**src/rtl/stg_3_ex.sv**
```systemverilog
// EX stage with an EX/ME pipeline register. Single-cycle ALU ops register
// their result on the next edge. MUL (shift-add) and DIVU/REMU (restoring
// division) run one bit per cycle for VALUE_W cycles and stall upstream
// until the final cycle.
module stg_3_ex #(
    parameter int VALUE_W    = 16,
    parameter int REG_ADDR_W = 4
) (
    input  logic                  sys_clock,
    input  logic                  reset_n,
    input  logic                  r_ex_valid,
    input  logic [VALUE_W-1:0]    r_ex_rs1val,
    input  logic [VALUE_W-1:0]    r_ex_rs2val,
    input  logic [VALUE_W-1:0]    r_ex_imm,
    input  logic                  r_ex_ALUSrc,
    input  logic [3:0]            r_ex_aluop,
    input  logic [REG_ADDR_W-1:0] r_ex_rd,
    input  logic                  r_ex_RegWrite,
    input  logic                  r_ex_PrintValue,
    output logic                  stall_ex,
    output logic [VALUE_W-1:0]    r_me_aluout,
    output logic                  r_me_aluzero,
    output logic [REG_ADDR_W-1:0] r_me_rd,
    output logic                  r_me_RegWrite,
    output logic                  r_me_PrintValue
);

    localparam int SH_W  = $clog2(VALUE_W);
    localparam int CNT_W = $clog2(VALUE_W);
    localparam logic [CNT_W-1:0] CNT_LAST = CNT_W'(VALUE_W - 1);
    localparam logic [3:0] OP_MUL  = 4'd9;
    localparam logic [3:0] OP_DIVU = 4'd10;
    localparam logic [3:0] OP_REMU = 4'd11;

    typedef enum logic [1:0] {ST_IDLE, ST_MUL, ST_DIV} state_t;

    state_t                  state_q;
    logic [CNT_W-1:0]        cnt_q;
    // MUL: multiplicand shifting left. DIV: divisor.
    logic [VALUE_W-1:0]      opa_q;
    // MUL: multiplier shifting right. DIV: dividend shifting out, quotient in.
    logic [VALUE_W-1:0]      opb_q;
    // MUL: partial product. DIV: partial remainder.
    logic [VALUE_W-1:0]      acc_q;
    logic [3:0]              op_q;
    logic [REG_ADDR_W-1:0]   rd_q;
    logic                    regwrite_q;
    logic                    print_q;

    logic [VALUE_W-1:0]      opb_mux;
    logic                    is_multi;
    logic [VALUE_W-1:0]      single_res;
    logic [VALUE_W-1:0]      mul_acc_d;
    logic [VALUE_W-1:0]      mul_opa_d;
    logic [VALUE_W-1:0]      mul_opb_d;
    logic [VALUE_W:0]        div_sh;
    logic [VALUE_W:0]        div_diff;
    logic [VALUE_W-1:0]      div_rem_d;
    logic [VALUE_W-1:0]      div_quo_d;
    logic [VALUE_W-1:0]      acc_d;
    logic [VALUE_W-1:0]      opa_d;
    logic [VALUE_W-1:0]      opb_d;
    logic [VALUE_W-1:0]      final_res;

    // Single-cycle ALU; opcodes 9-11 are handled by the iterative engine.
    function automatic logic [VALUE_W-1:0] alu_single(
        input logic [3:0]         op,
        input logic [VALUE_W-1:0] a,
        input logic [VALUE_W-1:0] b
    );
        logic [SH_W-1:0]    shamt;
        logic [VALUE_W-1:0] res;
        shamt = b[SH_W-1:0];
        res   = '0;
        case (op)
            4'd0:    res = a + b;
            4'd1:    res = a - b;
            4'd2:    res = a & b;
            4'd3:    res = a | b;
            4'd4:    res = a ^ b;
            4'd5:    res = a << shamt;
            4'd6:    res = a >> shamt;
            4'd7:    res = {{(VALUE_W-1){1'b0}}, ($signed(a) < $signed(b))};
            4'd8:    res = b;
            default: res = '0;
        endcase
        return res;
    endfunction

    assign opb_mux    = r_ex_ALUSrc ? r_ex_imm : r_ex_rs2val;
    assign is_multi   = (r_ex_aluop == OP_MUL) || (r_ex_aluop == OP_DIVU) ||
                        (r_ex_aluop == OP_REMU);
    assign single_res = alu_single(r_ex_aluop, r_ex_rs1val, opb_mux);

    // One shift-add step: add multiplicand when the current multiplier bit is set.
    assign mul_acc_d  = acc_q + (opb_q[0] ? opa_q : '0);
    assign mul_opa_d  = opa_q << 1;
    assign mul_opb_d  = opb_q >> 1;

    // One restoring-division step; a borrow in the top bit means "restore".
    // A zero divisor never borrows, giving quotient all-ones and remainder = A.
    assign div_sh     = {acc_q, opb_q[VALUE_W-1]};
    assign div_diff   = div_sh - {1'b0, opa_q};
    assign div_rem_d  = div_diff[VALUE_W] ? div_sh[VALUE_W-1:0] : div_diff[VALUE_W-1:0];
    assign div_quo_d  = {opb_q[VALUE_W-2:0], ~div_diff[VALUE_W]};

    assign acc_d      = (state_q == ST_MUL) ? mul_acc_d : div_rem_d;
    assign opa_d      = (state_q == ST_MUL) ? mul_opa_d : opa_q;
    assign opb_d      = (state_q == ST_MUL) ? mul_opb_d : div_quo_d;
    assign final_res  = (state_q == ST_MUL)  ? mul_acc_d :
                        (op_q == OP_REMU)    ? div_rem_d : div_quo_d;

    // Hold upstream while a multi-cycle op starts or is mid-flight; release on its last cycle.
    assign stall_ex   = reset_n &
                        (((state_q == ST_IDLE) & r_ex_valid & is_multi) |
                         ((state_q != ST_IDLE) & (cnt_q != CNT_LAST)));

    // FSM plus EX/ME register: every edge writes either a result or a bubble.
    always_ff @(posedge sys_clock or negedge reset_n) begin
        if (!reset_n) begin
            state_q         <= ST_IDLE;
            cnt_q           <= '0;
            opa_q           <= '0;
            opb_q           <= '0;
            acc_q           <= '0;
            op_q            <= '0;
            rd_q            <= '0;
            regwrite_q      <= 1'b0;
            print_q         <= 1'b0;
            r_me_aluout     <= '0;
            r_me_aluzero    <= 1'b0;
            r_me_rd         <= '0;
            r_me_RegWrite   <= 1'b0;
            r_me_PrintValue <= 1'b0;
        end else begin
            r_me_aluout     <= '0;
            r_me_aluzero    <= 1'b0;
            r_me_rd         <= '0;
            r_me_RegWrite   <= 1'b0;
            r_me_PrintValue <= 1'b0;
            case (state_q)
                ST_IDLE: begin
                    if (r_ex_valid && is_multi) begin
                        op_q       <= r_ex_aluop;
                        rd_q       <= r_ex_rd;
                        regwrite_q <= r_ex_RegWrite;
                        print_q    <= r_ex_PrintValue;
                        cnt_q      <= '0;
                        acc_q      <= '0;
                        if (r_ex_aluop == OP_MUL) begin
                            state_q <= ST_MUL;
                            opa_q   <= r_ex_rs1val;
                            opb_q   <= opb_mux;
                        end else begin
                            state_q <= ST_DIV;
                            opa_q   <= opb_mux;
                            opb_q   <= r_ex_rs1val;
                        end
                    end else if (r_ex_valid) begin
                        r_me_aluout     <= single_res;
                        r_me_aluzero    <= (single_res == '0);
                        r_me_rd         <= r_ex_rd;
                        r_me_RegWrite   <= r_ex_RegWrite;
                        r_me_PrintValue <= r_ex_PrintValue;
                    end
                end
                ST_MUL, ST_DIV: begin
                    acc_q <= acc_d;
                    opa_q <= opa_d;
                    opb_q <= opb_d;
                    cnt_q <= cnt_q + CNT_W'(1);
                    if (cnt_q == CNT_LAST) begin
                        state_q         <= ST_IDLE;
                        cnt_q           <= '0;
                        r_me_aluout     <= final_res;
                        r_me_aluzero    <= (final_res == '0);
                        r_me_rd         <= rd_q;
                        r_me_RegWrite   <= regwrite_q;
                        r_me_PrintValue <= print_q;
                    end
                end
                default: state_q <= ST_IDLE;
            endcase
        end
    end

endmodule

```
**config.mk**
```make
export PLATFORM = sky130hd
export DESIGN_NAME = stg_3_ex
export DESIGN_NICKNAME = d
export VERILOG_FILES = /design/src/rtl/stg_3_ex.sv
export SDC_FILE = /design/constraint.sdc
export NUM_CORES = 1
export LEC_CHECK = 0
export ABC_CLOCK_PERIOD_IN_PS = 4800
export CAP_MARGIN = 20
export CORE_MARGIN = 4
export CORE_UTILIZATION = 50
export CTS_CLUSTER_SIZE = 25
export DETAILED_ROUTE_END_ITERATION = 16
export GPL_TIMING_DRIVEN = 0
export PLACE_DENSITY = 0.7
export SLEW_MARGIN = 20
export SYNTH_ARGS = -nofsm -noshare
export SYNTH_HDL_FRONTEND = slang
export SYNTH_SLANG_ARGS = --single-unit
```
**constraint.sdc**
```tcl
create_clock -name sys_clock -period 4.8 [get_ports sys_clock]
set_input_delay 0.48 -clock sys_clock [delete_from_list [all_inputs] [get_ports sys_clock]]
set_output_delay 0.48 -clock sys_clock [all_outputs]
set_load 0.005 [all_outputs]
```
==> results.toml, run 1 <==
[placed_design]
post_dp_cell_area_sq_mm = 0.01205
place_inst = 1748
numPortBuffers = 82
gp_congestion = 1.018
dp_hpwl_microns = 35930

[setup_path]
critPathBufInv = 2
path_delay_family = "compound AO/OA/AOI/OAI gates"
r2r_setup_slack_ps = 50
crit_fanout = 6
worstPathArrival_ps = 5000
cp.required_ps = 5050
cpMaxStageDelayCell = "a221oi_1"
cpMostUsedCell = "inv_1"
timing.rr.start = "opb_q[15]"
cp_slowest_stage_delay_ps = 670
critPathCaptureType = "flip-flop"
startpoint = "opb_q[15]"
cp-start-kind = "flip-flop"
cp_cell_sequence = "inv_1 -> ha_1 -> inv_1 -> fa_1 -> a211oi_2 -> o31ai_2 -> o2111ai_1 -> a21oi_1 -> nor3_2 -> mux2_2 -> a221oi_1 -> and4bb_2 -> nand4_1 -> o31ai_1"
rr_endpoint = "r_me_aluzero"
reg2reg_depth = 14
crit_type = "flip-flop to flip-flop"

[yosys]
synthCells = 1389
synth-seq-cells = 87
syn-mean-instance-area_sq_um = 7.804
synth_edf_count = 0
synth_nets = 1539
ys.flop_type = "dfrtp_1"
synthArstFlopShare = 1.000
synth.distinct_cells = 89
synth.yosys.seq_area_share = 0.2009
synth_warnings = 0
syn_area_sq_mm = 0.01084

[detailed_routing]
drtAntennaViolNets = 0
drt_iter0_drc = 1667
route.detailed.drc = 0
drtPass1Iterations = 6
wl_microns = 44670
detail_route.vias_per_cell = 6.836
detailroute.via_count = 12070
avgRoutedWirePerCell_microns = 25.31

[timing]
hold_viol_final = 0
slew_headroom = 0.2559
worst_slew_pin_slew_ps = 1114
skew_ps = 13.49
maxSlewViolCount = 0
fmax_mhz = 210.5
period_needed_ps = 4750
final-setup-viol-count = 0
period_share = 0.9895

[die]
dieArea_sq_mm = 0.02410
rows = 53
boundaryPins = 86
dieWidth_microns = 155.2
fp.coreArea_sq_mm = 0.02115
start_util = 0.5124
die_h_microns = 155.2

[clock_network]
cts.clk_slew.worst_paths_ps = 70
htreeDepth = 3
cts_root_buffer = "clkbuf_16"
cts.sinks = 87
clockBufferDepth = 2
cts_tree = "yes"
clk_latency_ps = 360
cts_buffers = 9

[power_and_ir_drop]
p_per_area_mw_per_mm2 = 374.6
power_frac_seq = 0.267
p_sw_frac = 0.5035
p_clk_frac = 0.150
power_leakage_nw = 5.356
p_sw_mw = 2.348
p_int_mw = 2.316
ir_worst_vdd_v = 0.0003757
p_comb_frac = 0.583

[cells_and_area]
seq_area_sq_mm = 0.002177
finalNetCount = 1635
multiInputGateArea_sq_mm = 0.008053
fin_area_sq_mm = 0.01245
area_growth_syn_to_layout_pct = 14.89
fillers = 2007
layout-drive-gt1-share = 0.07987
instances_no_fill = 1765
antenna_cells = 0

[global_route]
gr-usage-all-layers = 0.3619
grt_antenna_before_repair = 1
grt_pass1_wl_microns = 67840
overflow = 0
grt_pass1_vias = 11080
grt_max_degree = 48

[min_path]
min_path_type = "input port to async pin"

[job]
max_cap_viol_count = 0

[outcome]
outcome = "completed"
-- area by class of cell --
| type | instances | share of cell area |
|---|---|---|
| multi-input combinational | 1122 | 0.6466 |
| buffer | 96 | 0.03185 |
| inverter | 81 | 0.02472 |
| timing repair buffer | 88 | 0.07204 |
| clock inverter | 7 | 0.004220 |
| sequential | 87 | 0.1748 |
| clock buffer | 9 | 0.01808 |
| tap | 275 | 0.02763 |
-- cells in the mapped netlist (all sizes together), types with 18 or more instances --
library cell    n  share of area
a211oi         54          0.038
ha             84          0.097
o21ai          77          0.036
nand2          96          0.033
mux2i          53          0.051
nor2b          18          0.010
a21o           18          0.012
nor2          161          0.056
and2           21          0.012
a22oi          21          0.015
o211ai         25          0.017
mux2           25          0.026
inv            80          0.028
dfrtp          87           0.20
a21oi         126          0.058
a22o           19          0.015
nand3          26          0.012
nor3           25          0.012
clkbuf         82          0.028
-- logic make-up (layout without fill, tap and decap cells) --
family,after synthesis,in the layout,synth area share
adders and majority gates,88,88,0.1044
muxes,95,95,0.1128
and+or+nand+nor,412,412,0.1797
buffers and inverters,180,281,0.06511
xor gates and xnor gates,29,29,0.02343
DFF,87,87,0.2009
AOI/OAI and AO/OA,498,498,0.3137
-- how the worst max path moves through the flow --
stage	to	slack (ps)	depth (start not counted)
after floorplan	r_me_aluzero	590	16
final	r_me_aluzero	50	14
after CTS	r_me_aluzero	3	14
after detailed placement	r_me_aluzero	-1170	16
after global routing	r_me_aluzero	-8	16
after global placement	r_me_aluzero	-1240	15
-- metal layers --
layer | share of wire | up-vias | track usage
met2 | 0.41 | 755 | 0.5264
met5 | 0.00038 | - | 0
li1 | - | 5372 | -
met1 | 0.43 | 5827 | 0.5325
met3 | 0.13 | 109 | 0.09485
met4 | 0.032 | 2 | 0.09587
-- placed cells by master, fill, tap and decap left out, types with 11 or more instances in the layout --
cell	count
mux4_2	15
nand2_1	96
clkbuf_1	77
xor2_1	12
dfrtp_1	87
a21o_1	18
clkdlybuf4s50_1	81
o21ai_0	73
o22ai_1	13
mux2i_1	45
o21bai_1	11
inv_1	77
ha_1	84
a22o_1	19
a22oi_1	21
xnor2_1	17
nor2_1	161
nor3_1	22
nand3_1	26
a21oi_1	126
o31ai_1	11
mux2_2	25
a211oi_1	52
and2_1	21
o21a_1	14
nor2b_1	18
o211ai_1	25
a31oi_1	16
-- timing repair --
| item | 4_1_cts | 5_1_grt |
|---|---|---|
| setup buffers | 1 | 3 |
| setup endpoints to repair | 8 | 3 |
| resized for setup | 15 | 12 |
| pin swaps | 0 | 0 |
| cloned | 0 | 0 |
| hold buffers | 0 | 0 |
-- power groups by stage --
stage / clock network, mW / registers, mW / logic [mW]
CTS: 0.699 / 1.22 / 2.63
finish: 0.701 / 1.24 / 2.72
detailed placement: 0 / 1.23 / 2.61
global route: 0.731 / 1.25 / 2.95
global placement: 0 / 1.22 / 2.56
floorplan: 0 / 1.10 / 1.79
-- state kept, by name (all words and copies together), names as in the netlist, 2 cells and up --
register	flops
cnt_q	4
opa_q	16
rd_q	4
r_me_aluout	16
acc_q	16
r_me_rd	4
state_q	2
opb_q	16
op_q	4
-- metrics by stage --
stage	hold slack (ps)	power, mW	worst slack [ps]	setup TNS [ps]	utilization
6_report	34.16	4.664	50.37	0	0.5887
3_5_place_dp	426.9	3.839	-1166	-6618	0.5697
2_1_floorplan	184.4	2.887	594.3	0	-
4_1_cts	54.29	4.547	2.910	0	0.5857
3_3_place_gp	474.7	3.784	-1237	-14000	0.5675
5_1_grt	71.42	4.933	-7.913	-7.913	0.5887
Note: power is estimated with default switching activity, not from simulation.
==> run 2: changes to the inputs <==
Settings changed: CORE_MARGIN 4 to not set.
==> run 2 against run 1 <==
Against the previous run: core utilization fell by 0.059 points; final cell count did not move; clock skew is 0.74 ps lower; clock-buffer cell count rose by 1; worst setup slack gained 220 ps; critical endpoint unchanged.
==> results.toml, run 2 (synthesis gave the netlist of run 1 again) <==
[die]
boundaryPins = 86
start_util = 0.5124
dieWidth_microns = 149.2
rows = 53
fp.coreArea_sq_mm = 0.02115
dieArea_sq_mm = 0.02227
die_h_microns = 149.2

[detailed_routing]
detail_route.vias_per_cell = 6.854
wl_met2_microns = 18350
route.detailed.drc = 0
detailroute.via_count = 12100
wl_microns = 44250
avgRoutedWirePerCell_microns = 25.07
met1_length_microns = 18960
drtAntennaViolNets = 0
drtPass1Iterations = 6
drt_iter0_drc = 1511
wl_met3_microns = 5565
top_layer_used = "met4"

[placed_design]
dp_hpwl_microns = 35440
dpl_worst_slack_ps = -1124
gp_congestion = 1.044
numPortBuffers = 82

[setup_path]
cp-start-kind = "input port"
cpMostUsedCell = "o31ai_1"
critPathCaptureType = "flip-flop"
critPathBufInv = 4
path_delay_family = "compound AO/OA/AOI/OAI gates"
path_depth = 16
cp_slowest_stage_delay_ps = 710
crit_type = "input port to flip-flop"
worstPathArrival_ps = 4750
cp.required_ps = 5020
reg2reg_depth = 15
crit_fanout = 10
cpMaxStageDelayCell = "o31ai_1"
r2r_setup_slack_ps = 430
cp_cell_sequence = "clkdlybuf4s50_1 -> mux2i_4 -> inv_4 -> buf_1 -> clkbuf_2 -> ha_1 -> a21oi_2 -> a21oi_1 -> nor4b_2 -> o31ai_1 -> a2111oi_0 -> nor3_1 -> o22ai_1 -> o31ai_1 -> nand4b_1 -> o31ai_1"

[clock_network]
cts.sinks = 87
cts.clk_slew.worst_paths_ps = 70
cts_hold_buf = 0
cts_tree = "yes"
clk_latency_ps = 350
cts_buffers = 9
clockBufferDepth = 2
cts_root_buffer = "clkbuf_16"
htreeDepth = 3

[cells_and_area]
area_growth_syn_to_layout_pct = 14.78
fillers = 2026
finalNetCount = 1635
multiInputGateArea_sq_mm = 0.008054
layout_common_cells = "nor2_1 (161), a21oi_1 (125), nand2_1 (96)"
layout_commonest_cell = "nor2_1"
seq_area_sq_mm = 0.002177
antenna_cells = 0
utilization = 0.5881
layout-drive-gt1-share = 0.07919

[global_route]
gr-usage-all-layers = 0.4020
overflow = 0
grt_pass1_wl_microns = 66880
grt_pass1_vias = 10960
grt_antenna_before_repair = 0
grt_max_degree = 50

[timing]
fin_ws_ps = 271.8
maxSlewViolCount = 0
slew_headroom = 0.3054
final-setup-viol-count = 0
worst_slew_pin_slew_ps = 1035
skew_ps = 12.75
hold_viol_final = 0
rsz0062_at_grt = "no"
tns_ps = 0
fmax_mhz = 220.8
period_share = 0.9434
period_needed_ps = 4528

[job]
max_cap_viol_count = 0

[min_path]
min_path_type = "input port to async pin"

[power_and_ir_drop]
total_power_mw = 4.655
power_leakage_nw = 5.352
p_per_area_mw_per_mm2 = 374.2
ir_worst_vdd_v = 0.0004450

[outcome]
outcome = "completed"
==> run 2: cell type report <==
cell class | count | area share
Clock buffer | 10 | 0.01840
Inverter | 81 | 0.02474
Sequential cell | 87 | 0.1750
Tap cell | 275 | 0.02766
Multi-Input combinational cell | 1122 | 0.6474
Timing Repair Buffer | 88 | 0.07080
Buffer | 96 | 0.03198
Clock inverter | 6 | 0.004023
==> run 2: metal layers <==
metal | track usage | vias to the layer above
li1 | - | 5384
met1 | 0.5851 | 5838
met2 | 0.5828 | 775
met3 | 0.09480 | 100
met4 | 0.1189 | 0
met5 | 0 | -
==> run 2: worst paths after layout <==
kind	start	end
hold reg to reg	op_q[3]	op_q[3]
setup / recovery	r_ex_imm[2]	r_me_aluzero
max in group asynchronous	reset_n	r_me_PrintValue
min in group sys_clock	op_q[3]	op_q[3]
hold / removal	reset_n	acc_q[12]
setup reg to reg	opb_q[15]	r_me_aluzero
==> run 2: through the flow <==
step | hold slack, ps | cell area (sq um) | cells
4_1_cts | 140.9 | 12380 | 1762
5_1_grt | 167.7 | 12440 | 1765
3_3_place_gp | 466.5 | 12000 | 1746
6_report | 118.3 | 12440 | 1765
3_5_place_dp | 481.2 | 12050 | 1748
2_1_floorplan | 184.4 | 10840 | 1389
==> run 2: repair_timing <==
action	4_1_cts	5_1_grt
pin swaps	0	0
setup endpoints to repair	8	5
buffers inserted	0	4
endpoints found under the hold margin	0	0
gates resized for setup	14	12
==> run 2: power breakdown <==
part / internal, mW / total [mW] / switching [mW]
Sequential: 0.952 / 1.24 / 0.292
Clock: 0.360 / 0.701 / 0.341
Combinational: 1.01 / 2.71 / 1.70
Total: 2.32 / 4.66 / 2.33
==> run 3: changes to the inputs <==
Settings changed: CELL_PAD_IN_SITES_DETAIL_PLACEMENT set to 0, CELL_PAD_IN_SITES_GLOBAL_PLACEMENT set to 2, CORE_UTILIZATION 50 to 36, PLACE_DENSITY 0.7 to not set, PLACE_DENSITY_LB_ADDON set to 0.1.
==> run 3 against run 2 <==
Against the previous run: final cell count is 6.5% higher; worst hold slack worse by 87 ps; clock power is 12% higher; flip-flop and latch count stayed put; worst setup slack worse by 130 ps; die area is 38% higher.
==> results.toml, run 3 (synthesis gave the netlist of run 1 again) <==
[detailed_routing]
drtAntennaViolNets = 0
drtPass1Iterations = 6
route.detailed.drc = 0
detailroute.via_count = 11580
detail_route.vias_per_cell = 6.161
drt_iter0_drc = 1212
avgRoutedWirePerCell_microns = 25.27
wl_microns = 47510

[placed_design]
dp_hpwl_microns = 37910
post_dp_cell_area_sq_mm = 0.01221
numPortBuffers = 82
dpl_worst_slack_ps = -1135
gp_congestion = 0.9920

[power_and_ir_drop]
power_leakage_nw = 5.363
p_per_area_mw_per_mm2 = 371.9
total_power_mw = 4.701
ir_worst_vdd_v = 0.0001969

[clock_network]
cts.clk_slew.worst_paths_ps = 70
cts.sinks = 87
cts_root_buffer = "clkbuf_16"
clk_latency_ps = 360
clockBufferDepth = 2
htreeDepth = 3
cts_buffers = 9
cts_tree = "yes"

[outcome]
outcome = "completed"

[setup_path]
crit_type = "input port to flip-flop"
cp-start-kind = "input port"
crit_fanout = 10
timing.rr.start = "opa_q[0]"
cp_cell_sequence = "clkdlybuf4s50_1 -> mux2i_4 -> inv_4 -> buf_1 -> clkbuf_2 -> ha_1 -> a21oi_1 -> a21oi_1 -> nor4b_2 -> o31ai_2 -> a221o_1 -> a2111oi_0 -> a21oi_1 -> a211oi_1 -> nand4b_1 -> o31ai_1"
path_delay_family = "compound AO/OA/AOI/OAI gates"
cpMaxStageDelayCell = "clkdlybuf4s50_1"
cp.required_ps = 5070
startpoint = "r_ex_rs2val[2]"
r2r_setup_slack_ps = 160
critPathCaptureType = "flip-flop"
cpMostUsedCell = "a21oi_1"
cp_slowest_stage_delay_ps = 440
critPathBufInv = 4
worstPathArrival_ps = 4920

[timing]
period_share = 0.9708
maxSlewViolCount = 0
hold_viol_final = 0
slew_headroom = 0.2582
worst_slew_pin_slew_ps = 1082
fin_ws_ps = 140.2
skew_ps = 9.823
rsz0062_at_grt = "no"
tns_ps = 0
period_needed_ps = 4660
fmax_mhz = 214.6
final-setup-viol-count = 0

[global_route]
grtUsageMet3 = 0.03182
grt_pass1_vias = 11310
gr-usage-met2 = 0.5382
overflow = 0
grt_max_degree = 51
gr-max-usage-layer = "met2"
use_met1 = 0.3753
gr-usage-all-layers = 0.3107
grt_antenna_before_repair = 0
grt_pass1_wl_microns = 71730

[die]
die_h_microns = 175.5
fp.coreArea_sq_mm = 0.02964
start_util = 0.3657
boundaryPins = 86
dieArea_sq_mm = 0.03081
dieWidth_microns = 175.5
rows = 63

[cells_and_area]
layout_commonest_cell = "nor2_1"
layout-drive-gt1-share = 0.07852
fin_area_sq_mm = 0.01264
fillers = 3114
area_growth_syn_to_layout_pct = 16.61
layout_common_cells = "nor2_1 (161), a21oi_1 (126), nand2_1 (96)"
antenna_cells = 0
utilization = 0.4265
finalNetCount = 1635

[min_path]
min_path_type = "input port to async pin"

[job]
max_cap_viol_count = 0
==> run 3: cell types whose count changed in the layout (fill, tap and decap cells not counted), moves of 2 or more <==
cell,before,now
a221oi_1,5,7
a221oi_2,3,1
buf_4,6,4
bufinv_16,0,2
o31ai_1,12,10
o31ai_2,1,3
==> run 3: where the power goes <==
group	switching [mW]	internal, mW	total, mW	leakage, nW
registers	0.260	0.953	1.21	1.09
logic	1.70	1.00	2.70	4.13
clock network	0.324	0.460	0.784	0.149
total	2.28	2.42	4.70	5.36
==> run 3: path summary, 6_finish.rpt <==
kind,endpoint,depth (start not counted)
worst max-delay path,r_me_aluzero,16
worst min register to register,op_q[3],1
max in group asynchronous,opb_q[6],2
min in group sys_clock,op_q[3],1
worst max register to register,r_me_aluzero,13
worst min-delay path,r_me_rd[1],1
==> run 3: routing by layer <==
metal | routed length, microns | vias to the layer above
met4 | 2736 | 0
met5 | 0 | -
met2 | 23080 | 418
li1 | - | 5381
met1 | 19380 | 5661
met3 | 2306 | 123
==> run 3: what timing repair did <==
action | CTS | global route
hold buffers | 0 | 0
setup endpoints to repair | 8 | 5
gates resized for setup | 17 | 8
setup buffers | 1 | 2
gates cloned | 0 | 0
==> run 3: cell type report <==
cell class,count,area (sq um),area share
Clock inverter,6,92.59,0.007325
Multi-Input combinational cell,1122,8060,0.6377
Buffer,96,402.9,0.03187
Inverter,81,307.8,0.02435
Tap cell,390,488.0,0.03861
Sequential cell,87,2177,0.1722
Timing Repair Buffer,88,882.1,0.06979
Clock buffer,10,229.0,0.01812
==> run 3: stage by stage <==
| stage | instances | hold WS, ps |
|---|---|---|
| floorplan | 1389 | 184.4 |
| detailed placement | 1864 | 430.0 |
| global route | 1880 | 58.00 |
| finish | 1880 | 31.70 |
| global placement | 1861 | 475.5 |
| CTS | 1878 | 54.11 |
